--- src/rtl/wishbone_uart_host_bridge.sv ---
// wishbone_uart_host_bridge: Wishbone slave that sends each access as a 4-byte UART command
// and completes the bus cycle from the chip's 1-byte reply.
module wishbone_uart_host_bridge #(
    parameter int CLKS_PER_BIT   = 16,
    parameter int TIMEOUT_CYCLES = 4096
) (
    input  logic        clk_i,
    input  logic        rst_i,
    input  logic        cyc_i,
    input  logic        stb_i,
    input  logic        we_i,
    input  logic [22:0] adr_i,
    input  logic [7:0]  dat_i,
    output logic        ack_o,
    output logic        err_o,
    output logic [7:0]  dat_o,
    output logic        uart_txd,
    input  logic        uart_rxd
);
    localparam int CW = $clog2(CLKS_PER_BIT);
    localparam int TW = $clog2(TIMEOUT_CYCLES + 1);
    localparam logic [CW-1:0] BIT_LAST = CW'(CLKS_PER_BIT - 1);
    localparam logic [CW-1:0] BIT_HALF = CW'(CLKS_PER_BIT / 2 - 1);
    localparam logic [TW-1:0] TO_LAST  = TW'(TIMEOUT_CYCLES - 1);

    typedef enum logic [3:0] {
        IDLE, TX_START, TX_DATA, TX_STOP, RX_WAIT, RX_START, RX_DATA, RX_STOP, DONE
    } state_t;

    state_t        state_q, state_d;
    logic [CW-1:0] clk_cnt_q, clk_cnt_d;
    logic [2:0]    bit_cnt_q, bit_cnt_d;
    logic [1:0]    byte_cnt_q, byte_cnt_d;
    logic [TW-1:0] to_cnt_q, to_cnt_d;
    logic [31:0]   cmd_q, cmd_d;
    logic [7:0]    rx_sh_q, rx_sh_d;
    logic [7:0]    dat_q, dat_d;
    logic          fail_q, fail_d;
    logic          abort_q, abort_d;
    logic [1:0]    sync_q, sync_d;
    logic          rxd_s, req, bit_end;
    logic [7:0]    tx_byte;

    assign rxd_s   = sync_q[1];
    assign req     = cyc_i & stb_i;
    assign bit_end = clk_cnt_q == BIT_LAST;
    assign tx_byte = byte_cnt_q == 2'd0 ? cmd_q[31:24] :
                     byte_cnt_q == 2'd1 ? cmd_q[23:16] :
                     byte_cnt_q == 2'd2 ? cmd_q[15:8]  : cmd_q[7:0];

    always_ff @(posedge clk_i) begin
        if (rst_i) begin
            state_q    <= IDLE;
            clk_cnt_q  <= '0;
            bit_cnt_q  <= '0;
            byte_cnt_q <= '0;
            to_cnt_q   <= '0;
            cmd_q      <= '0;
            rx_sh_q    <= '0;
            dat_q      <= '0;
            fail_q     <= 1'b0;
            abort_q    <= 1'b0;
            sync_q     <= 2'b11;
        end else begin
            state_q    <= state_d;
            clk_cnt_q  <= clk_cnt_d;
            bit_cnt_q  <= bit_cnt_d;
            byte_cnt_q <= byte_cnt_d;
            to_cnt_q   <= to_cnt_d;
            cmd_q      <= cmd_d;
            rx_sh_q    <= rx_sh_d;
            dat_q      <= dat_d;
            fail_q     <= fail_d;
            abort_q    <= abort_d;
            sync_q     <= sync_d;
        end
    end

    always_comb begin
        state_d    = state_q;
        clk_cnt_d  = clk_cnt_q + CW'(1);
        bit_cnt_d  = bit_cnt_q;
        byte_cnt_d = byte_cnt_q;
        to_cnt_d   = to_cnt_q;
        cmd_d      = cmd_q;
        rx_sh_d    = rx_sh_q;
        dat_d      = dat_q;
        fail_d     = fail_q;
        // once the master lets go, the frame still completes but its termination is swallowed
        abort_d    = abort_q | ~req;
        sync_d     = {sync_q[0], uart_rxd};
        case (state_q)
            IDLE: begin
                clk_cnt_d = '0;
                if (req) begin
                    state_d    = TX_START;
                    cmd_d      = {we_i, adr_i, dat_i};
                    byte_cnt_d = '0;
                    fail_d     = 1'b0;
                    abort_d    = 1'b0;
                end
            end
            TX_START: if (bit_end) begin
                state_d   = TX_DATA;
                clk_cnt_d = '0;
                bit_cnt_d = '0;
            end
            TX_DATA: if (bit_end) begin
                clk_cnt_d = '0;
                bit_cnt_d = bit_cnt_q + 3'd1;
                state_d   = bit_cnt_q == 3'd7 ? TX_STOP : TX_DATA;
            end
            TX_STOP: if (bit_end) begin
                clk_cnt_d  = '0;
                byte_cnt_d = byte_cnt_q + 2'd1;
                to_cnt_d   = '0;
                state_d    = byte_cnt_q == 2'd3 ? RX_WAIT : TX_START;
            end
            RX_WAIT: begin
                clk_cnt_d = '0;
                to_cnt_d  = to_cnt_q + TW'(1);
                if (!rxd_s) begin
                    state_d = RX_START;
                end else if (to_cnt_q >= TO_LAST) begin
                    state_d = DONE;
                    fail_d  = 1'b1;
                end
            end
            // a start bit that is gone by mid-bit was a glitch; the timeout keeps running
            RX_START: if (clk_cnt_q == BIT_HALF) begin
                clk_cnt_d = '0;
                bit_cnt_d = '0;
                state_d   = rxd_s ? RX_WAIT : RX_DATA;
            end
            RX_DATA: if (bit_end) begin
                clk_cnt_d = '0;
                bit_cnt_d = bit_cnt_q + 3'd1;
                rx_sh_d   = {rxd_s, rx_sh_q[7:1]};
                state_d   = bit_cnt_q == 3'd7 ? RX_STOP : RX_DATA;
            end
            RX_STOP: if (bit_end) begin
                state_d = DONE;
                fail_d  = ~rxd_s;
                dat_d   = rxd_s && !cmd_q[31] ? rx_sh_q : dat_q;
            end
            default: state_d = IDLE;
        endcase
    end

    always_comb begin
        uart_txd = state_q == TX_START ? 1'b0 : state_q == TX_DATA ? tx_byte[bit_cnt_q] : 1'b1;
        ack_o    = state_q == DONE && req && !abort_q && !fail_q;
        err_o    = state_q == DONE && req && !abort_q && fail_q;
        dat_o    = dat_q;
    end
endmodule
--- config.mk ---
export PLATFORM = sky130hd
export DESIGN_NAME = wishbone_uart_host_bridge
export DESIGN_NICKNAME = d
export VERILOG_FILES = /design/src/rtl/wishbone_uart_host_bridge.sv
export SDC_FILE = /design/constraint.sdc
export NUM_CORES = 1
export LEC_CHECK = 0
export ABC_AREA = 1
export BUFFER_PORTS_ARGS = -buffer_cell sky130_fd_sc_hd__buf_2
export CAP_MARGIN = 20
export CORE_MARGIN = 8
export CORE_UTILIZATION = 30
export DETAILED_ROUTE_END_ITERATION = 10
export GPL_ROUTABILITY_DRIVEN = 0
export GPL_TIMING_DRIVEN = 0
export PLACE_DENSITY = 0.56
export SLEW_MARGIN = 10
export SYNTH_ARGS = -nofsm -noshare
export SYNTH_HDL_FRONTEND = slang
export SYNTH_SLANG_ARGS = --single-unit
--- constraint.sdc ---
create_clock -name clk_i -period 1.57 [get_ports clk_i]
set_input_delay 0.157 -clock clk_i [delete_from_list [all_inputs] [get_ports clk_i]]
set_output_delay 0.157 -clock clk_i [all_outputs]
set_load 0.03 [all_outputs]
======== Yosys cells after proc, flatten, opt, wreduce, memory -nomap -nowiden ========
Cells that the tools add are included.
word-level totals
  bits in registers ....................... 78
  input bits .............................. 37
cells by class
  add/subtract/negate cells ............... 4
  order comparisons ....................... 2
  eq/ne operators ......................... 25
  multiplexer cells ....................... 40
  bitwise gates (word level) .............. 4
  reduce and logical (&&, ||, !) cells .... 25
operators by type and width
  operator                                                                                number
  4-bit 2-to-1 mux                                                                        11
  4-bit case mux with 8 select lines                                                      1
  13-bit case mux with 2 select lines                                                     1
  8-bit 2-to-1 mux                                                                        3
  4-bit by 3-bit == test with 1-bit output (second input constant)                        5
  2-bit != test (second input constant)                                                   9
  13-bit by 1-bit adder with 13-bit output (second input constant)                        1
  13-bit by 12-bit greater-or-equal comparator with 1-bit output (second input constant)  1
  13-bit 2-to-1 mux                                                                       1
  3-bit 2-to-1 mux                                                                        4
  4-bit case mux with 3 select lines                                                      1
  1-bit 2-to-1 mux                                                                        11
  3-bit case mux with 3 select lines                                                      1
  4-bit by 2-bit == test with 1-bit output (second input constant)                        2
  4-bit == test (second input constant)                                                   2
  8-bit AND reduction                                                                     1
  2-bit 2-to-1 mux                                                                        3
  2-bit AND reduction                                                                     3
  3-bit AND reduction                                                                     2
  3-bit nonzero test                                                                      2
  1-bit logical AND                                                                       5
  5-bit AND reduction                                                                     1
  4-bit by 1-bit adder with 4-bit output (second input constant)                          1
  2-bit == test (second input constant)                                                   2
  21 further kinds                                                                        26

======== Depth between registers and ports, before layout ========
Gate-level depths: netlist of the first run.
  depth in word-level cells ............... 8
  mapped depth ............................ 12
  depth with buffers taken out ............ 11

======== Worst setup path before layout of the first run ========
No wires, ideal clock.
  path kind ............................... register to output
  from .................................... reg byte_cnt_q[0]
  to ...................................... out uart_txd
  arrival ................................. 1.773 ns
  required time ........................... 1.413 ns
  setup slack ............................. -0.360 ns
  stages on the path, launching flop included .. 13
  path buffers ............................ 1
  cell sequence ........................... dfxtp_1 inv_1 ha_1 buf_2 inv_1 nand2_1 nand3_1 nand3_1 nand3_1 nand2_1 nand2_1 nand3_1 a21oi_1
on the way
  word-level cells in the longest chain between the ends .. 8
RTL lines
  what                                         RTL line  RTL
  start: declaration                           33        logic [1:0] byte_cnt_q, byte_cnt_d;
  start signal: assignment                     68        byte_cnt_q <= byte_cnt_d;
  2-bit == test                                49        byte_cnt_q == 2'd2 ? cmd_q[15:8] : cmd_q[7:0];
  8-bit 2-to-1 mux                             49
  8-bit 2-to-1 mux                             48        byte_cnt_q == 2'd1 ? cmd_q[23:16] :
  8-bit 2-to-1 mux *                           47        assign tx_byte = byte_cnt_q == 2'd0 ? cmd_q[31:24] :
  1-bit binary-select mux with 3-bit select *  151       uart_txd = state_q == TX_START ? 1'b0 : state_q == TX_DATA ? tx_byte[bit_cnt_q] : 1'b1;
  1-bit 2-to-1 mux (not written as such) *     151
  1-bit 2-to-1 mux * (2 in series)             151
  end: declaration                             17        output logic uart_txd,
Every way passes the cells marked *; elsewhere a longest branch is shown, timed or not. The select of a mux whose other input is x is not followed.

======== Final worst setup path of the first run ========
  from .................................... reg byte_cnt_q[1]
  to ...................................... out uart_txd
The elaborated chain is that of the path after synthesis.

==> results_dict.tcl, run 1 <==
set metrics [dict create \
    outcome "finished, violations left" \
    violations "setup timing" \
    power.density_nw_per_um2 1360 \
    start_util 0.308 \
    ys_ff_latch 78 \
    clkSinkCount 78 \
    path_class "reg -> out" \
    path_max_fanout 9 \
    setup_ws_ns -0.450 \
    slew_headroom 0.652 \
    ir_drop_v 0.000557 \
    max_stage_delay_ns 0.36 \
    syn-num-nets 572 \
    coreArea_um2 12100 \
    cts_tree "built" \
    finalCritPeriodShare 1.29 \
    postCtsHoldBufs 0 \
    drtPass1Iterations 4 \
    root_buffer "clkbuf_16" \
    final_common_cell "nand2_1" \
    synth_area_um2 3720 \
    maxSlewViolCount 0 \
    numCtsBuffers 9 \
    die-width_um 127 \
    io_buffers 46 \
    diodes 0 \
    yosys_warnings 0 \
    wl_per_cell_um 13.1 \
    die_y_um 127 \
    required_ns 1.41 \
    synthTopCellsByArea "dfxtp_1, nand2_1, nor2_1" \
    rsz0062_at_grt "yes" \
    final_cell_mix "nand2_1, nor2_1, dfxtp_1" \
    ant_nets 0 \
    antenna_found_initial 0 \
    grt_max_degree 13 \
    syn_inst 527 \
    holdWs_ns 0.0115 \
    yosys.cell_types.count 31 \
    skew_ns 0.00557 \
    path_cells "buf_6 -> ha_4 -> inv_6 -> nand2_1 -> nand3_1 -> nand3_1 -> nand3_1 -> nand2_1 -> nand2_1 -> nand3_2 -> a21oi_4 -> buf_6" \
    post-route-min-period_ns 2.02 \
    drt_iter0_markers 242 \
    globalRouteOverflowTotal 0 \
    grt_use_total 0.127 \
    route.detailed.drc 0 \
    die-area_um2 16200 \
    max-cap-violations 0 \
    syn_avg_cell_area_um2 7.06 \
    clock_latency_ns 0.33 \
    viasPerCell 4.63 \
    final_hold_viol_count 0 \
    tightest_slew_ns 0.521 \
    place_inst 741 \
    hpwl_um 7340 \
    min_path_type "in -> reg" \
    p_leak_nw 2.10 \
    fillers 1264 \
    grt_pass1_wl_um 16700 \
    routed_wl_um 9990 \
    clk_path_buf_depth 2 \
    timing.fmax_mhz 495 \
    crit_slowest_cell "dfxtp_4" \
    setup_viol 1 \
    synth_top_cell_by_area "dfxtp_1" \
    via_count 3531 \
    area_growth_pct 29.9 \
    netlist.area_leader.share 0.420 \
    grt_pass1_vias 3510 \
    crit_arrival_ns 1.86 \
    cp-end-kind "primary output" \
    drive_gt1_frac 0.291 \
    finalNetCount 635 \
    ios 48 \
    finalSetupTns_ns -0.450 \
    path_clk_slew_ns 0.06 \
    fp-row-count 40 \
    htree_levels 3 \
    startpoint_type "flip-flop" \
    yosysSeqAreaShare 0.420 \
    layoutNonFillerInstCount 763 \
]
[Yosys cell counts, drive strengths merged]
| master | number |
|---|---|
| xor2 | 1 |
| ha | 8 |
| o221ai | 1 |
| o211ai | 4 |
| a21oi | 51 |
| buf | 9 |
| o21ai | 59 |
| nand3 | 33 |
| a31oi | 1 |
| nor4 | 1 |
| a211oi | 2 |
| or2 | 3 |
| nand2 | 88 |
| dfxtp | 78 |
| nand4 | 8 |
| nor3 | 6 |
| inv | 65 |
| nor3b | 2 |
| clkbuf | 10 |
| a221oi | 1 |
| nor2 | 96 |
[layout make-up]
class	instances	area, um^2	area share
clock buffers	12	236	0.0489
plain buffers	17	103	0.0212
inverters	65	256	0.0531
flip-flops and latches	78	1590	0.329
well taps	168	210	0.0435
clock inverters	4	47.5	0.00984
repair buffers	54	309	0.0640
multi-input cells	365	2080	0.431
[state kept, by name, summed over array words and instances, names as in the netlist]
name        flops
to_cnt_q       13
dat_o           8
bit_cnt_q       3
cmd_q          32
clk_cnt_q       4
sync_q          2
state_q         4
abort_q         1
rx_sh_q         8
fail_q          1
byte_cnt_q      2
[path summary, 6_finish.rpt]
kind | endpoint | slack [ns] | cells after the start | from
worst min-delay path | sync_q[0] | 0.01 | 2 | uart_rxd
worst min register to register | sync_q[1] | 0.41 | 1 | sync_q[0]
worst max register to register | state_q[0] | 0.06 | 10 | clk_cnt_q[0]
worst max-delay path | uart_txd | -0.45 | 12 | byte_cnt_q[1]
[metal layers]
layer | track usage | vias to the layer above | wire length (um)
met5 | 0 | - | 0
met4 | 0.0308 | 0 | 139
met3 | 0.0349 | 11 | 473
met2 | 0.220 | 66 | 4790
met1 | 0.152 | 1613 | 4590
li1 | - | 1841 | -
[cell families (layout without fill, tap and decap cells)]
logic type | after synthesis | after routing | share of synthesized area
fa+ha+maj | 8 | 8 | 0.0269
simple gates | 237 | 237 | 0.282
xor+xnor | 1 | 1 | 0.00236
compound gates | 119 | 119 | 0.178
buf+inv | 84 | 152 | 0.0912
flops | 78 | 78 | 0.420
[power breakdown]
group,total [W],internal [W],switching [W]
clock network,0.00199,0.00123,0.000768
logic,0.00214,0.000782,0.00136
registers,0.00243,0.00224,0.000187
total,0.00657,0.00425,0.00231
[stage by stage]
step / total power, W / utilization / instance area [um^2] / setup WS, ns
after floorplan: 0.00384 / - / 3760 / 0.00636
after CTS: 0.00638 / 0.382 / 4600 / -0.455
after global routing: 0.00700 / 0.401 / 4830 / -0.561
after detailed placement: 0.00431 / 0.348 / 4200 / -0.254
after global placement: 0.00426 / 0.348 / 4200 / -0.236
final: 0.00657 / 0.401 / 4830 / -0.450
[critical path: cells and delay by family (launching register included)]
family                   cells  cell delay, ns
adder cells (fa/ha/maj)      1            0.19
buffers and inverters        3            0.35
AO/OA/AOI/OAI                1            0.16
flip-flops                   1            0.36
AND/OR/NAND/NOR              7            0.47
[repair_timing]
action	in CTS	in global routing
setup buffers	2	5
gates cloned	1	0
resized for setup	31	53
endpoints found under the setup margin	31	68
pin swaps	5	14
Note: power is estimated with default switching activity, not from simulation.
==> run 2, diff against run 1 <==
--- a/config.mk
+++ b/config.mk
@@ -10,9 +10,9 @@
 export CAP_MARGIN = 20
 export CORE_MARGIN = 8
 export CORE_UTILIZATION = 30
+export CTS_CLUSTER_DIAMETER = 200
 export DETAILED_ROUTE_END_ITERATION = 10
 export GPL_ROUTABILITY_DRIVEN = 0
-export GPL_TIMING_DRIVEN = 0
 export PLACE_DENSITY = 0.56
 export SLEW_MARGIN = 10
 export SYNTH_ARGS = -nofsm -noshare
==> run 2 against run 1 <==
Compared with the run above:
- the flow still finishes with violations (setup timing)
- maximum frequency increased by 1.1%
- flip-flop and latch count unchanged
- non-clock buffer count increased by 27
- sequential share of layout area decreased by 2.7 points
- hold slack got worse by 0.00052 ns
- count of clock-buffer cells in the layout decreased by 1
- routed wire length increased by 0.80%
- clock skew increased by 0.0020 ns
- global-route usage decreased by 0.58 points
- critical path depth decreased by 1
- critical endpoint unchanged
- largest cell class unchanged
- highest routed layer unchanged
==> results_dict.tcl, run 2 (synthesis gave the netlist of run 1 again) <==
set metrics [dict create \
    outcome "finished, violations left" \
    violations "setup timing" \
    coreArea_um2 12100 \
    rsz0062_at_grt "yes" \
    ios 48 \
    route.detailed.drc 0 \
    final_common_cell "nor2_1" \
    required_ns 1.41 \
    skew_ns 0.00754 \
    io_buffers 47 \
    die_y_um 127 \
    globalRouteOverflowTotal 0 \
    utilization 0.432 \
    reg_top3 "cmd_q x32, to_cnt_q x13" \
    path_clk_slew_ns 0.06 \
    clock_latency_ns 0.33 \
    holdWs_ns 0.0110 \
    tightest_slew_ns 0.314 \
    cts_tree "built" \
    routed_wl_um 10100 \
    finalCritPeriodShare 1.27 \
    start_util 0.308 \
    maxSlewViolCount 0 \
    path_class "reg -> out" \
    max-cap-violations 0 \
    path_max_fanout 6 \
    diodes 0 \
    setup_viol 13 \
    grt_use_total 0.121 \
    drtPass1Iterations 4 \
    p_total_w 0.00692 \
    post-route-min-period_ns 2.00 \
    grt_pass1_wl_um 16200 \
    finalSetupTns_ns -1.25 \
    setup_ws_ns -0.428 \
    p_leak_nw 2.27 \
    grt_max_degree 55 \
    timing.fmax_mhz 501 \
    hpwl_um 6960 \
    slew_headroom 0.791 \
    crit_arrival_ns 1.84 \
    final_hold_viol_count 0 \
    wl_per_cell_um 12.7 \
    via_count 3653 \
    min_path_type "in -> reg" \
    ir_drop_v 0.000748 \
    antenna_found_initial 0 \
    grt_pass1_vias 3590 \
    root_buffer "clkbuf_16" \
    cp-end-kind "primary output" \
    area_growth_pct 40.2 \
    startpoint_type "flip-flop" \
    numCtsBuffers 9 \
    htree_levels 3 \
    layoutNonFillerInstCount 790 \
    final_cell_mix "nor2_1, dfxtp_1, nand2_1" \
    largest_reg_flops 32 \
    drt_iter0_markers 240 \
    finalNetCount 662 \
    die-area_um2 16200 \
    clkSinkCount 78 \
    largest_register "cmd_q" \
    place_inst 753 \
    power.density_nw_per_um2 1330 \
    die-width_um 127 \
    fp-row-count 40 \
    viasPerCell 4.62 \
    clk_path_buf_depth 2 \
    drive_gt1_frac 0.375 \
    ant_nets 0 \
]
## run 2: worst max-delay path: stages, from the launching register on
cell and delay, ns:
dfxtp_4 0.37, inv_4 0.04, ha_4 0.18, buf_6 0.13
nand2_2 0.06, nand3_1 0.06, nand2_1 0.10, nand3_2 0.08
nand3_2 0.07, nand3_2 0.10, a21oi_4 0.17, buf_6 0.15
## run 2: where the power goes
group / total [W] / switching, W / internal [W] / leakage [nW]
logic: 0.00259 / 0.00149 / 0.00111 / 1.50
clock network: 0.00193 / 0.000820 / 0.00111 / 0.135
registers: 0.00239 / 0.000154 / 0.00224 / 0.638
## run 2: timing repair
item,in CTS,in global routing
pin swaps,12,32
hold buffers,0,0
buffers inserted,7,16
endpoints found under the setup margin,5,53
resized for setup,21,98
## run 2: layer usage
layer / vias to the layer above / routed length (um) / global-route usage
met5: - / 0 / 0
met2: 75 / 4990 / 0.208
met3: 25 / 491 / 0.0349
met1: 1657 / 4270 / 0.135
met4: 0 / 310 / 0.0574
li1: 1896 / - / -
## run 2: final timing paths
kind,start,endpoint,slack [ns],depth (start not counted)
max reg2reg,state_q[0],state_q[0],-0.13,12
max,byte_cnt_q[0],uart_txd,-0.43,11
min,uart_rxd,sync_q[0],0.01,2
min reg2reg,sync_q[0],sync_q[1],0.41,1
## run 2: final cells by class
type,instances,area [um^2]
Clock buffer,11,243
Clock inverter,5,35.0
Fill cell,1203,6850
Inverter,65,262
Multi-Input combinational cell,365,2170
Sequential cell,78,1570
Tap cell,168,210
Timing Repair Buffer,98,723
## run 2: per-stage QoR
step / instance area (um^2) / setup WS, ns
floorplan: 3760 / 0.00636
global route: 5210 / -0.521
CTS: 4740 / -0.377
finish: 5210 / -0.428
global placement: 4350 / -0.162
detailed placement: 4350 / -0.201
==> run 3, diff against run 2 <==
--- a/config.mk
+++ b/config.mk
@@ -6,14 +6,14 @@
 export NUM_CORES = 1
 export LEC_CHECK = 0
 export ABC_AREA = 1
-export BUFFER_PORTS_ARGS = -buffer_cell sky130_fd_sc_hd__buf_2
 export CAP_MARGIN = 20
 export CORE_MARGIN = 8
 export CORE_UTILIZATION = 30
 export CTS_CLUSTER_DIAMETER = 200
 export DETAILED_ROUTE_END_ITERATION = 10
+export DONT_BUFFER_PORTS = 1
 export GPL_ROUTABILITY_DRIVEN = 0
-export PLACE_DENSITY = 0.56
+export PLACE_DENSITY = 0.52
 export SLEW_MARGIN = 10
 export SYNTH_ARGS = -nofsm -noshare
 export SYNTH_HDL_FRONTEND = slang
==> run 3 against run 2 <==
Compared with the run above:
- the flow still finishes with violations (setup timing)
- die area stayed put
- sequential share of layout area up 0.42 points
- clock skew fell by 0.00074 ns
- non-clock buffer count fell by 18
- critical path depth is 2 lower
- cell area down 0.89%
- hold slack worse by 0.0023 ns
- setup slack improved by 0.068 ns
- largest cell class unchanged
- flip-flop and latch count is the same
- utilization decreased by 0.38 points
- combinational power fell by 14%
- maximum frequency rose by 3.5%
==> results_dict.tcl, run 3 (synthesis gave the netlist of run 1 again) <==
set metrics [dict create \
    clk_path_buf_depth 2 \
    htree_levels 3 \
    tightest_slew_ns 0.743 \
    grt_pass1_vias 3533 \
    skew_ns 0.00680 \
    setup_viol 1 \
    path_buf_inv 1 \
    path_cells "buf_6 -> ha_4 -> a21oi_2 -> nand2_1 -> nand3_1 -> nand2_1 -> nand2_1 -> nand3_2 -> a21oi_4" \
    violations "setup timing" \
    reg2regPathDepth 10 \
    die-width_um 127 \
    reg_top3 "cmd_q x32, to_cnt_q x13" \
    die-area_um2 16200 \
    path_clk_slew_ns 0.06 \
    required_ns 1.41 \
    routed_wl_um 10300 \
    path_max_fanout 6 \
    max-cap-violations 0 \
    ios 48 \
    r2r_slack_ns 0.08 \
    clkSinkCount 78 \
    p_leak_nw 2.16 \
    path_depth 9 \
    finalCritPeriodShare 1.23 \
    start_util 0.308 \
    grt.busiest_layer "met2" \
    clock_latency_ns 0.34 \
    io_buffers 0 \
    grt_pass1_wl_um 17300 \
    cpMostUsedCell "nand2_1" \
    path_class "reg -> out" \
    drive_gt1_frac 0.274 \
    crit_slowest_cell "dfxtp_4" \
    cts_tree "built" \
    slew_headroom 0.503 \
    viasPerCell 4.64 \
    ir_drop_v 0.000511 \
    globalRouteOverflowTotal 0 \
    final_hold_viol_count 0 \
    wl_per_cell_um 13.4 \
    via_count 3574 \
    cp-endpoint "uart_txd" \
    largest_reg_flops 32 \
    max_stage_delay_ns 0.36 \
    die_y_um 127 \
    numCtsBuffers 9 \
    post-route-min-period_ns 1.93 \
    reg2reg_from "state_q[3]" \
    drtPass1Iterations 4 \
    critPathTopFamily "compound AO/OA/AOI/OAI gates" \
    rsz0062_at_grt "yes" \
    r2r_end "state_q[2]" \
    drt_iter0_markers 240 \
    use_met1 0.157 \
    coreArea_um2 12100 \
    fin_area_um2 5170 \
    finalNetCount 644 \
    use_met3 0.0483 \
    cp-end-kind "primary output" \
    critPathLaunch "byte_cnt_q[0]" \
    min_path_type "in -> reg" \
    startpoint_type "flip-flop" \
    root_buffer "clkbuf_16" \
    setup_ws_ns -0.360 \
    grt_max_degree 35 \
    diodes 0 \
    hpwl_um 7240 \
    area_growth_pct 38.9 \
    ant_nets 0 \
    crit_arrival_ns 1.77 \
    grt_use_total 0.133 \
    holdWs_ns 0.00867 \
    route.detailed.drc 0 \
    largest_register "cmd_q" \
    outcome "finished, violations left" \
    timing.fmax_mhz 518 \
    antenna_found_initial 0 \
    power.density_nw_per_um2 1320 \
    final_cell_mix "nor2_1, nand2_1, dfxtp_1" \
    final_common_cell "nor2_1" \
    fp-row-count 40 \
    place_area_um2 4160 \
    grt_util_met2 0.214 \
    maxSlewViolCount 0 \
]
==> run 3: per-layer routing <==
| metal | vias to the layer above | share of wire |
|---|---|---|
| li1 | 1856 | - |
| met1 | 1628 | 0.46 |
| met2 | 73 | 0.47 |
| met3 | 17 | 0.049 |
| met4 | 0 | 0.025 |
| met5 | - | 0 |
==> run 3: through the flow <==
step,total power [W],instances,util,setup slack [ns],setup TNS (ns)
after floorplan,0.00384,527,-,0.00636,0
after detailed placement,0.00433,712,0.345,-0.147,-0.451
after global routing,0.00731,771,0.428,-0.470,-0.533
after CTS,0.00670,764,0.410,-0.358,-0.358
after global placement,0.00430,712,0.345,-0.0799,-0.279
final,0.00684,771,0.428,-0.360,-0.360
==> run 3: layout make-up <==
class / instances / area, um^2
clock buffers: 9 / 225
inverters: 65 / 256
clock inverters: 6 / 86.3
well taps: 168 / 210
flip-flops and latches: 78 / 1580
fillers: 1197 / 6900
multi-input cells: 365 / 2090
repair buffers: 80 / 719
==> run 3: worst register-to-register path, stage by stage, from the launching register on <==
cell and delay [ns]:
dfxtp_2 0.35, inv_2 0.06, buf_4 0.15, nand4_1 0.13
inv_1 0.08, nand2_1 0.09, nand3_2 0.10, nor2_4 0.22
nand3_2 0.09, nand2_1 0.06, nor2_1 0.05
==> run 3: report_power, final <==
group          leakage [nW]  switching [W]  internal (W)
combinational          1.37        0.00135      0.000873
clock                 0.152       0.000819       0.00138
sequential            0.640       0.000176       0.00224
==> run 3: worst min path at each step <==
stage / startpoint / end / cells past startpoint
after floorplan: uart_rxd / sync_q[0] / 1
after global placement: rst_i / byte_cnt_q[1] / 1
after detailed placement: rst_i / byte_cnt_q[1] / 1
after CTS: adr_i[6] / cmd_q[14] / 2
after global routing: adr_i[6] / cmd_q[14] / 2
final: adr_i[6] / cmd_q[14] / 2
==> run 3: timing repair <==
item,in CTS,in global routing
buffers inserted,6,6
endpoints found under the setup margin,8,32
hold buffers,31,0
hold endpoints to repair,45,0
gates cloned,0,1
pin swaps,17,12
resized for setup,33,46
